--- config.mk ---
export PLATFORM = sky130hd
export DESIGN_NAME = sample_stream_decoder
export DESIGN_NICKNAME = d
export VERILOG_FILES = /design/src/rtl/sample_stream_decoder.sv
export SDC_FILE = /design/constraint.sdc
export NUM_CORES = 1
export LEC_CHECK = 0
export CORE_MARGIN = 5
export CORE_UTILIZATION = 53
export CTS_CLUSTER_DIAMETER = 30
export DETAILED_ROUTE_END_ITERATION = 8
export GPL_ROUTABILITY_DRIVEN = 0
export PLACE_DENSITY = 0.84
export SLEW_MARGIN = 20
export SYNTH_ARGS = -nofsm -noshare
export SYNTH_HDL_FRONTEND = slang
export SYNTH_SLANG_ARGS = --single-unit
--- constraint.sdc ---
create_clock -name clk_i -period 2.6 [get_ports clk_i]
set_clock_uncertainty 0.15 [all_clocks]
set_input_delay 0.39 -clock clk_i [delete_from_list [all_inputs] [get_ports clk_i]]
set_output_delay 0.39 -clock clk_i [all_outputs]
set_load 0.02 [all_outputs]
--- src/rtl/sample_stream_decoder.sv ---
// sample_stream_decoder: reassembles 14-bit samples from {1,d[13:7]} / {0,d[6:0]} byte pairs into a FWFT FIFO
// Ports:
//   clk_i, reset_ni                         clock, asynchronous active-low reset
//   byte_i, byte_valid_i, byte_ready_o      byte stream input handshake
//   sample_o, sample_valid_o, sample_ready_i sample output handshake (FIFO head)
//   frame_err_o                             one-cycle pulse per framing error
//   fill_o                                  FIFO entries in use
//   err_count_o                             saturating error count when SAMPLE_DEC_ERRCNT_EN is defined, else 0
module sample_stream_decoder #(
    parameter int DEPTH = 4
) (
    input  logic                   clk_i,
    input  logic                   reset_ni,
    input  logic [7:0]             byte_i,
    input  logic                   byte_valid_i,
    output logic                   byte_ready_o,
    output logic [13:0]            sample_o,
    output logic                   sample_valid_o,
    input  logic                   sample_ready_i,
    output logic                   frame_err_o,
    output logic [$clog2(DEPTH):0] fill_o,
    output logic [15:0]            err_count_o
);
    localparam int AW = $clog2(DEPTH);
    localparam logic [AW:0] PINC = (AW+1)'(1);
    typedef enum logic {HUNT, HAVE_HI} state_t;
    state_t      state_q, state_d;
    logic [6:0]  hi_q, hi_d;
    logic [13:0] mem [DEPTH];
    logic [AW:0] wr_ptr, rd_ptr;
    logic        full, empty, accept, push, pop, err_d;
    assign empty          = wr_ptr == rd_ptr;
    assign full           = (wr_ptr[AW] != rd_ptr[AW]) && (wr_ptr[AW-1:0] == rd_ptr[AW-1:0]);
    // Stall only when the next byte could complete a sample into a full FIFO.
    assign byte_ready_o   = reset_ni & ~(state_q == HAVE_HI & full);
    assign accept         = byte_valid_i & byte_ready_o;
    assign sample_valid_o = ~empty;
    // The RAM is not reset, so the head is masked while empty.
    assign sample_o       = empty ? '0 : mem[rd_ptr[AW-1:0]];
    assign pop            = sample_valid_o & sample_ready_i;
    always_comb begin
        state_d = state_q;
        hi_d    = hi_q;
        push    = 1'b0;
        err_d   = 1'b0;
        if (accept) begin
            case (state_q)
                HUNT: begin
                    if (byte_i[7]) begin
                        hi_d    = byte_i[6:0];
                        state_d = HAVE_HI;
                    end else begin
                        err_d = 1'b1;
                    end
                end
                HAVE_HI: begin
                    if (!byte_i[7]) begin
                        push    = 1'b1;
                        state_d = HUNT;
                    end else begin
                        // Resync on the newest header.
                        err_d = 1'b1;
                        hi_d  = byte_i[6:0];
                    end
                end
                default: state_d = HUNT;
            endcase
        end
    end
    always_ff @(posedge clk_i or negedge reset_ni) begin
        if (!reset_ni) begin
            state_q     <= HUNT;
            hi_q        <= '0;
            frame_err_o <= 1'b0;
            wr_ptr      <= '0;
            rd_ptr      <= '0;
            fill_o      <= '0;
        end else begin
            state_q     <= state_d;
            hi_q        <= hi_d;
            frame_err_o <= err_d;
            if (push) wr_ptr <= wr_ptr + PINC;
            if (pop) rd_ptr <= rd_ptr + PINC;
            if (push & ~pop) fill_o <= fill_o + PINC;
            else if (pop & ~push) fill_o <= fill_o - PINC;
        end
    end
    always_ff @(posedge clk_i) begin
        if (push) mem[wr_ptr[AW-1:0]] <= {hi_q, byte_i[6:0]};
    end
`ifdef SAMPLE_DEC_ERRCNT_EN
    logic [15:0] err_cnt_q;
    always_ff @(posedge clk_i or negedge reset_ni) begin
        if (!reset_ni) err_cnt_q <= '0;
        else if (err_d && err_cnt_q != 16'hFFFF) err_cnt_q <= err_cnt_q + 16'd1;
    end
    assign err_count_o = err_cnt_q;
`else
    assign err_count_o = 16'h0000;
`endif
endmodule

Word-level counts from Yosys, hierarchy flattened --
Memory sizes are Yosys's and may differ from the RTL's. Index checks and enable logic that the tools add are counted.
Word-level totals: flip-flop bits (word level) 18, latch bits 0, bits in writable memories 56, bits in read-only memories 0, input bits 12, output and inout bits 36, word-level logic and storage cells 40, memories 1
Memory list:
- mem | depth 4, bits a word 14, read ports 1, clocked after Yosys merged registers in 0, wr ports 1, RTL line 29 | logic [13:0] mem [DEPTH];
Operators by class: add/sub/neg operators 4, multipliers 0, divide/modulo/power cells 0, order comparisons 0, equal/unequal tests 3, shift-type cells 0, multiplexer cells 12, bitwise operators 11, reductions and logical operators 3
Operators with widths (count):
- $mux W14 | 1
- $add A3 B1 Y3 const B | 3
- $mux W1 | 7
- $mux W7 | 1
- $and A1 B1 Y1 | 6
- $mux W3 | 2
- $not A1 Y1 | 5
- $eq A3 B3 Y1 | 1
- $sub A3 B1 Y3 const B | 1
- $eq A2 B2 Y1 | 1
- $pmux W1 S2 | 1
- $reduce_and A2 Y1 | 1
- $reduce_bool A2 Y1 | 1
- $logic_and A1 B1 Y1 | 1
- $ne A1 B1 Y1 | 1

Longest topological paths before layout --
depth in word-level cells 11, depth in mapped cells 10, depth with buffers taken out 9

Worst setup path before layout --
OpenSTA, ideal clock, no wires.
kind reg2reg, start point reg rd_ptr[0], end point reg fill_o[2], library setup time 0.079 ns, data arrival time 2.099 ns, required time 2.371 ns, setup slack 0.272 ns, cell stages (with the launch flop) 11, buffers on the path 1, clock period less this slack 2.328 ns, cell sequence dfrtp_1 buf_6 xnor2_2 a41oi_4 and2_4 ha_1 inv_1 fa_1 xor2_1 nor2_1 xor2_1
On the way: word-level cells in the longest chain between the ends 10, elaborated cells on any way between the ends 16, classes of those cells eq/ne (2); mux (2); bitwise (10); reduce/logical (2)
Ends and longest elaborated chain:
- start, declared | RTL line 30 | logic [AW:0] wr_ptr, rd_ptr;
- start signal, assigned | RTL line 83 | if (pop) rd_ptr <= rd_ptr + PINC;
- $eq A2 B2 Y1 (*) | RTL line 33 | assign full = (wr_ptr[AW] != rd_ptr[AW]) && (wr_ptr[AW-1:0] == rd_ptr[AW-1:0]);
- $logic_and A1 B1 Y1 (*) | RTL line 33
- $and A1 B1 Y1 (*) | RTL line 35 | assign byte_ready_o = reset_ni & ~(state_q == HAVE_HI & full);
- $not A1 Y1 (*) | RTL line 35
- $and A1 B1 Y1 (*) | RTL line 35
- $and A1 B1 Y1 (*) | RTL line 36 | assign accept = byte_valid_i & byte_ready_o;
- $mux W1 (*) | RTL line 46 | if (accept) begin
- via push | RTL line 31 | logic full, empty, accept, push, pop, err_d;
- $not A1 Y1 | RTL line 85 | else if (pop & ~push) fill_o <= fill_o - PINC;
- $and A1 B1 Y1 | RTL line 85
- $reduce_bool A2 Y1 (no source line)
- end signal, assigned | RTL line 84 | if (push & ~pop) fill_o <= fill_o + PINC;
- end signal, assigned | RTL line 85
- end, declared | RTL line 21 | output logic [$clog2(DEPTH):0] fill_o,
The timed path passes the listed nets; every way through them passes the cells marked *. A chain may end at the register's enable or synchronous reset.

Worst setup path after layout --
start point reg rd_ptr[0], end point out sample_o[9]
On the way: word-level cells in the longest chain between the ends 2, elaborated cells on any way between the ends 3, classes of those cells eq/ne (1); mux (1); memory (1)
Ends and longest elaborated chain:
- $mem_v2 Z4 W14 / $eq A3 B3 Y1 (equally long branches)
- $mux W14 (*) | RTL line 39 | assign sample_o = empty ? '0 : mem[rd_ptr[AW-1:0]];
- end, declared | RTL line 17 | output logic [13:0] sample_o,
Every way passes the cells marked *; elsewhere a longest branch is shown, timed or not.

==> impl_metrics.json <==
{
  "antenna_found_initial": 0,
  "cp-start-kind": "flip-flop",
  "drtIter0Drc": 46,
  "utilization": 0.649,
  "syn_inst": 174,
  "crit_arrival_ns": 1.96,
  "peakVddDrop_uv": 804,
  "initial_core_util": 0.545,
  "leakage_nw": 1.47,
  "clk_pin_slew_worst_paths_ns": 0.07,
  "postRouteWirelength_um": 5460,
  "cts_max_path_buffers": 2,
  "yosysTopAreaCellShare": 0.525,
  "post-route-period-util": 0.963,
  "grt_pass1_wl_um": 8640,
  "worstSetupPathType": "flip-flop to output port",
  "io_buffers": 31,
  "final.setup.tns_ns": 0,
  "numCtsBuffers": 9,
  "ys_seq_area_frac": 0.665,
  "syn-mean-instance-area_sq_um": 18.4,
  "rsz0062_at_grt": "true",
  "htree_levels": 3,
  "hold_path_class": "flip-flop to flip-flop",
  "yosysWarnings": 0,
  "crit_family": "buffers and inverters",
  "n_antenna_cell": 0,
  "worst_ep_required_time_ns": 2.06,
  "reg2reg_slack_ns": 0.20,
  "cp_max_fo": 7,
  "coreArea_sq_mm": 0.00589,
  "final_cell_mix": "edfxtp_1 (56), dfrtp_1 (18), conb_1 (16)",
  "layout_commonest_cell": "edfxtp_1",
  "hold_viol": 0,
  "routedWlPerCell_um": 18.2,
  "place_ws_ns": -0.0182,
  "areaGrowthSynthToFinish_pct": 19.2,
  "boundaryPins": 48,
  "max_freq_ghz": 0.399,
  "drt-pass1-iter-count": 4,
  "cts_setup_buffers": 0,
  "grt_usage": 0.158,
  "dpl.hpwl_um": 3700,
  "synth_top_area_cell": "edfxtp_1",
  "cts.sinks": 74,
  "fin_crit_ns": 2.50,
  "cts_tree": "built",
  "ant_nets": 0,
  "vias": 1540,
  "clk_latency_ns": 0.34,
  "crit_chain": "buf_4, xnor2_4, nand3b_1, buf_4, and2_1, dlygate4sd2_1",
  "cp_slowest_cell": "dfrtp_1",
  "cellPowerDensity_mw_per_mm2": 1140,
  "grt_pass1_vias": 1646,
  "placementRows": 28,
  "die_area_sq_mm": 0.00770,
  "maxCapViolations": 0,
  "overflow": 0,
  "setup_violations": 0,
  "outcome": "finished clean",
  "end_kind": "output port",
  "syn_area_sq_mm": 0.00321,
  "synth_area_leaders": "edfxtp_1 (52%), dfrtp_1 (14%), mux4_2 (9.8%), buf_4 (3.7%), mux2_4 (3.3%)",
  "die_h_um": 87.8,
  "crit_path_frequent_cell": "buf_4",
  "drc": 0,
  "setup_ws_ns": 0.0955,
  "clockRootBuffer": "clkbuf_8",
  "nNetsFinal": 240,
  "post_drt_via_cell_ratio": 5.13,
  "p_total_w": 0.00436,
  "yosysUniqueCellTypes": 28,
  "path_buf_inv": 3,
  "slowest_delay_ns": 0.41,
  "slew_violations": 0,
  "grt_start_max_net_pins": 19,
  "die_x_um": 87.8,
  "drive_gt1_frac": 0.280,
  "ys_ff_latch": 74
}
==> worst register-to-register path: stages, from the launching register on <==
cell,delay (ns)
dfrtp_1,0.41
buf_4,0.19
xnor2_4,0.19
nand3b_1,0.18
nand2_1,0.19
ha_1,0.19
inv_1,0.05
fa_1,0.37
xor2_1,0.15
nor2_1,0.11
xor2_1,0.15
==> cell usage after synthesis (all sizes together) <==
| library cell | count |
|---|---|
| nor2 | 1 |
| dfrtp | 18 |
| edfxtp | 56 |
| mux4 | 14 |
| fa | 1 |
| nand3b | 1 |
| xnor2 | 6 |
| inv | 6 |
| and2 | 17 |
| conb | 1 |
| a41oi | 2 |
| nand3 | 1 |
| mux2 | 10 |
| o22ai | 1 |
| and3 | 4 |
| clkbuf | 2 |
| ha | 7 |
| xor2 | 4 |
| nand2 | 2 |
| buf | 20 |
==> through the flow <==
| stage | hold slack (ns) | area [sq um] | instances |
|---|---|---|---|
| floorplan | -0.0556 | 3260 | 189 |
| global placement | 0.312 | 3580 | 284 |
| detailed placement | 0.311 | 3580 | 284 |
| CTS | 0.321 | 3820 | 300 |
| global route | 0.349 | 3820 | 300 |
| finish | 0.314 | 3820 | 300 |
==> repair_timing <==
action                                  4_1_cts  5_1_grt
cloned                                        0        0
hold buffers                                  0        0
gates resized for setup                      17        4
endpoints found under the setup margin       15        3
==> layer usage <==
layer | vias up | share of wire | GRT usage
li1 | 705 | - | -
met1 | 773 | 0.38 | 0.184
met2 | 55 | 0.54 | 0.282
met3 | 7 | 0.063 | 0.0357
met4 | 0 | 0.016 | 0.0642
met5 | - | 0 | 0
==> kinds of logic (layout without fill, tap and decap cells) <==
logic type	Yosys count	count (layout)	synth area share
multiplexers	24	24	0.142
buffers and inverters	28	64	0.0589
AO/OA/AOI/OAI	3	3	0.0133
AND/OR/NAND/NOR	26	26	0.0519
other	1	16	0.00117
XOR/XNOR	10	10	0.0343
adder cells (fa/ha/maj)	8	8	0.0336
flip-flops	74	74	0.665
==> state kept, by name (all words and copies together) (netlist names) <==
| signal | flops |
|---|---|
| mem | 56 |
| hi_q | 7 |
| fill_o | 3 |
| rd_ptr | 3 |
| wr_ptr | 3 |
| frame_err_o | 1 |
| state_q | 1 |
==> power by group <==
part / switching (W) / internal, W
sequential: 0.000155 / 0.00145
clock: 0.000414 / 0.000637
combinational: 0.000863 / 0.000839
total: 0.00143 / 0.00293
==> worst paths after layout <==
path                            startpoint     endpoint  cells past startpoint
worst min register to register   fill_o[2]    fill_o[2]                      1
max in group asynchronous         reset_ni      hi_q[3]                      3
worst max register to register   rd_ptr[0]    fill_o[2]                     10
min in group asynchronous         reset_ni      hi_q[6]                      3
worst min-delay path             fill_o[2]    fill_o[2]                      1
worst max-delay path             rd_ptr[0]  sample_o[9]                      6
==> layout make-up <==
class | instances | area [sq um]
flip-flops and latches | 74 | 2130
fillers | 416 | 2060
multi-input cells | 87 | 952
repair buffers | 42 | 380
clock buffers | 9 | 124
clock inverters | 7 | 116
well taps | 75 | 93.8
inverters | 6 | 22.5
Power figures use the tool's default switching activity.
